`config.mk`:
```
export PLATFORM = sky130hd
export DESIGN_NAME = video_timing_gen
export DESIGN_NICKNAME = d
export VERILOG_FILES = /design/src/rtl/video_timing_gen.sv
export SDC_FILE = /design/constraint.sdc
export NUM_CORES = 1
export LEC_CHECK = 0
export CORE_MARGIN = 3
export CORE_UTILIZATION = 28
export DETAILED_ROUTE_END_ITERATION = 16
export GPL_TIMING_DRIVEN = 0
export PLACE_DENSITY_LB_ADDON = 0.05
export SYNTH_ARGS = -nofsm -noshare
export SYNTH_HDL_FRONTEND = slang
export SYNTH_SLANG_ARGS = --single-unit
```
`constraint.sdc`:
```
create_clock -name clk -period 5.14 [get_ports clk]
set_input_delay 0.514 -clock clk [delete_from_list [all_inputs] [get_ports clk]]
set_output_delay 0.514 -clock clk [all_outputs]
set_load 0.01 [all_outputs]
```
`src/rtl/video_timing_gen.sv`:
```
// Parametrised raster timing generator: sync, blanking, coordinates,
// line/frame pulses and a frame counter, advanced by a pixel strobe.
module video_timing_gen #(
  parameter int H_ACTIVE   = 640,
  parameter int H_FRONT    = 16,
  parameter int H_SYNC     = 96,
  parameter int H_BACK     = 48,
  parameter int V_ACTIVE   = 480,
  parameter int V_FRONT    = 10,
  parameter int V_SYNC     = 2,
  parameter int V_BACK     = 33,
  parameter int H_SYNC_POL = 0,
  parameter int V_SYNC_POL = 0,
  parameter int CW         = 10,
  parameter int FW         = 16
) (
  input  logic          clk,
  input  logic          reset,
  input  logic          pix_en,
  output logic          h_sync,
  output logic          v_sync,
  output logic          display_en,
  output logic [CW-1:0] h_count,
  output logic [CW-1:0] v_count,
  output logic          line_start,
  output logic          frame_start,
  output logic [FW-1:0] frame_count
);

  localparam int H_TOTAL = H_ACTIVE + H_FRONT + H_SYNC + H_BACK;
  localparam int V_TOTAL = V_ACTIVE + V_FRONT + V_SYNC + V_BACK;

  localparam logic [CW-1:0] H_MAX = CW'(H_TOTAL - 1);
  localparam logic [CW-1:0] V_MAX = CW'(V_TOTAL - 1);

  // One extra bit so region bounds equal to 2^CW still compare correctly
  localparam logic [CW:0] H_ACT = (CW+1)'(H_ACTIVE);
  localparam logic [CW:0] H_SB  = (CW+1)'(H_ACTIVE + H_FRONT);
  localparam logic [CW:0] H_SE  = (CW+1)'(H_ACTIVE + H_FRONT + H_SYNC);
  localparam logic [CW:0] V_ACT = (CW+1)'(V_ACTIVE);
  localparam logic [CW:0] V_SB  = (CW+1)'(V_ACTIVE + V_FRONT);
  localparam logic [CW:0] V_SE  = (CW+1)'(V_ACTIVE + V_FRONT + V_SYNC);

  localparam logic H_POL = 1'(H_SYNC_POL);
  localparam logic V_POL = 1'(V_SYNC_POL);

  logic [CW-1:0] h_q, h_d;
  logic [CW-1:0] v_q, v_d;
  logic          hs_q, hs_d;
  logic          vs_q, vs_d;
  logic          de_q, de_d;
  logic          ls_q, ls_d;
  logic          fs_q, fs_d;
  logic [FW-1:0] fc_q, fc_d;

  logic [CW:0] hx, vx;

  always_comb begin
    h_d = h_q;
    v_d = v_q;
    if (pix_en) begin
      if (h_q == H_MAX) begin
        h_d = '0;
        v_d = (v_q == V_MAX) ? '0 : v_q + 1'b1;
      end else begin
        h_d = h_q + 1'b1;
      end
    end
  end

  // Decode the upcoming position so outputs line up with the counters
  always_comb begin
    hx   = {1'b0, h_d};
    vx   = {1'b0, v_d};
    de_d = (hx < H_ACT) && (vx < V_ACT);
    hs_d = ((hx >= H_SB) && (hx < H_SE)) ? H_POL : ~H_POL;
    vs_d = ((vx >= V_SB) && (vx < V_SE)) ? V_POL : ~V_POL;
    ls_d = pix_en && (h_d == '0);
    fs_d = ls_d && (v_d == '0);
    fc_d = fs_d ? fc_q + 1'b1 : fc_q;
  end

  always_ff @(posedge clk or negedge reset) begin
    if (!reset) begin
      h_q  <= H_MAX;
      v_q  <= V_MAX;
      hs_q <= ~H_POL;
      vs_q <= ~V_POL;
      de_q <= 1'b0;
      ls_q <= 1'b0;
      fs_q <= 1'b0;
      fc_q <= '1;
    end else begin
      h_q  <= h_d;
      v_q  <= v_d;
      hs_q <= hs_d;
      vs_q <= vs_d;
      de_q <= de_d;
      ls_q <= ls_d;
      fs_q <= fs_d;
      fc_q <= fc_d;
    end
  end

  assign h_count     = h_q;
  assign v_count     = v_q;
  assign h_sync      = hs_q;
  assign v_sync      = vs_q;
  assign display_en  = de_q;
  assign line_start  = ls_q;
  assign frame_start = fs_q;
  assign frame_count = fc_q;

endmodule
```
==> results.sh <==
export IMPL_hold_violations=0
export IMPL_synth_area_um2=2390
export IMPL_clkSlewWorstSetupHoldPaths_ns=0.08
export IMPL_pre_cts_slack_ns=1.76
export IMPL_overflow=0
export IMPL_area_growth_pct=28.2
export IMPL_worst_setup_path_type="flop to flop"
export IMPL_p_per_area_nw_per_um2=278
export IMPL_grt_pass1_vias=1975
export IMPL_finalInstanceArea_um2=3060
export IMPL_grt_pass1_wl_mm=10.2
export IMPL_min_period_ns=3.40
export IMPL_synth_most_common_cell="dfstp_2"
export IMPL_finalSetupViolCount=0
export IMPL_synth_top_area_frac=0.308
export IMPL_clockBufferDepth=2
export IMPL_synth_nets=245
export IMPL_io_buffers=42
export IMPL_io_pins=44
export IMPL_min_path_type="input pin to async pin"
export IMPL_synth_seq_cells=41
export IMPL_rsz0062_at_grt="no"
export IMPL_async_flop_share=1.00
export IMPL_use_met1=0.183
export IMPL_clk_latency_ns=0.29
export IMPL_avgViaCountPerCell=4.99
export IMPL_nFillCells=866
export IMPL_r2r_cells=10
export IMPL_numCtsBuffers=5
export IMPL_slew_headroom=0.389
export IMPL_grt_util_all_layers=0.129
export IMPL_final_nets=295
export IMPL_drive_gt1_frac=0.225
export IMPL_wl_mm=6.01
export IMPL_drv_cap=0
export IMPL_slew_viol_final=0
export IMPL_dr_pass1_iters=4
export IMPL_drtAntennaViolNets=0
export IMPL_placed_cell_area_um2=2950
export IMPL_ys_seq_area_frac=0.444
export IMPL_drc=0
export IMPL_dieWidth_um=98.3
export IMPL_cp_start_kind="flop"
export IMPL_postCtsResizedCells=0
export IMPL_synth_main_ff_cell="dfstp_2"
export IMPL_cp_required_ns=5.37
export IMPL_drt_initial_drc_count=41
export IMPL_peakVddDrop_mv=0.202
export IMPL_synth_edf_count=0
export IMPL_grt_start_max_net_pins=31
export IMPL_power_leakage_nw=1.20
export IMPL_antenna_cells=0
export IMPL_setup_ws_ns=1.74
export IMPL_fmax_mhz=294
export IMPL_synth_cell_types=49
export IMPL_core_area_um2=8260
export IMPL_tns_ns=0
export IMPL_fin_crit_sh=0.662
export IMPL_clock_tree_root_cell="clkbuf_8"
export IMPL_vias=1966
export IMPL_rows=33
export IMPL_htreeDepth=2
export IMPL_p_total_mw=0.851
export IMPL_finClkSkew_ns=0.00599
export IMPL_synthTopCellsByCount="dfstp_2, nand3_1, inv_1, nand2_1, xor2_1"
export IMPL_dieArea_um2=9670
export IMPL_max_slew_worst_pin_slew_ns=0.908
export IMPL_gp_congestion=0.789
export IMPL_clock_sinks=41
export IMPL_post_cts_buffers=0
export IMPL_cts_tree="built"
export IMPL_antenna_found_initial=0
export IMPL_wl_per_cell_um=15.3
export IMPL_yosys_area_top_type="dfstp_2"
export IMPL_yosys_warnings=0
export IMPL_cts_hold_buffers_added=0
export IMPL_end_kind="flop"
export IMPL_die_h_um=98.3
export IMPL_synthesis_area_per_instance_um2=10.0
export IMPL_met2_usage=0.196
export IMPL_hpwl_mm=4.40
export IMPL_synthCells=238
export IMPL_busiest_layer="met2"
export IMPL_grt_use_met3=0.0264
export IMPL_run_status="complete, no violations"
export IMPL_start_util=0.289
export IMPL_arrival_ns=3.63
export IMPL_critPathMaxFanout=10
export IMPL_synth_area_leaders="dfstp_2, dfrtp_1, xor2_1, nand3_1, nor3_2"
## state kept, by name (all words and copies together) (netlist names)
signal / count
v_count: 10
frame_count: 16
v_sync: 1
display_en: 1
line_start: 1
frame_start: 1
h_sync: 1
h_count: 10
## metal layers
metal  vias up  wire length [µm]
met2        39              2770
met4         0                70
met3         6               204
li1        966                 -
met5         -                 0
met1       955              2970
## worst paths after layout
path / from / end / slack [ns]
worst max-delay path: h_count[0] / frame_count[15] / 1.74
worst min-delay path: reset / v_count[4] / 0.11
worst max register to register: h_count[0] / frame_count[15] / 1.74
worst min register to register: h_count[1] / h_count[1] / 0.52
max in group asynchronous: reset / h_count[9] / 4.49
min in group clk: h_count[1] / h_count[1] / 0.52
## stage by stage
stage	hold WS (ns)	std cells	utilization
floorplan	0.218	238	-
global placement	0.514	385	0.356
detailed placement	0.439	386	0.358
CTS	0.110	394	0.371
global route	0.123	394	0.371
finish	0.107	394	0.371
## power breakdown
group	internal, mW	switching, mW
clock network	0.144	0.116
registers	0.358	0.0265
logic	0.0932	0.113
## layout by cell type, fill, tap and decap left out, types with 3 or more instances in the layout
cell and count:
clkbuf_8 5, and4_1 3, xor2_1 15, dfstp_2 28
inv_1 15, o211ai_1 3, o21ai_0 14, a31oi_1 4
nor3_2 9, o31ai_1 7, ha_1 4, clkbuf_1 5
or2_2 3, nand4_1 11, clkdlybuf4s50_1 41, dfrtp_1 13
buf_2 3, nand2_1 15, or4_1 3, nor4_1 9
and3_1 5, nor2_1 6, nand3_1 21, xnor2_1 8
## worst max-delay path, stage by stage, from the launching register on
cell and delay (ns):
dfstp_2 0.61, ha_1 0.30, nand4_1 0.29, or4_4 0.57, buf_6 0.16, nor3_4 0.18, xnor2_1 0.23, nand4b_1 0.33
buf_4 0.30, nor3_2 0.20, xor2_1 0.16
## cell families after synthesis
family                   after synthesis  share of synthesized area
AND/OR/NAND/NOR                      103                      0.277
flip-flops                            41                      0.444
AO/OA/AOI/OAI                         39                      0.108
buffers and inverters                 25                     0.0498
XOR/XNOR                              23                     0.0844
adder cells (fa/ha/maj)                4                     0.0210
multiplexers                           3                     0.0152
## layout make-up
| cell class | instances | area [µm²] | area share |
|---|---|---|---|
| Buffer | 10 | 62.6 | 0.0204 |
| Clock buffer | 6 | 72.6 | 0.0237 |
| Clock inverter | 2 | 35.0 | 0.0114 |
| Inverter | 15 | 56.3 | 0.0184 |
| Multi-Input combinational cell | 172 | 1210 | 0.394 |
| Sequential cell | 41 | 1060 | 0.347 |
| Tap cell | 105 | 131 | 0.0429 |
| Timing Repair Buffer | 43 | 435 | 0.142 |
No activity file was read; power rests on OpenSTA's default activity.
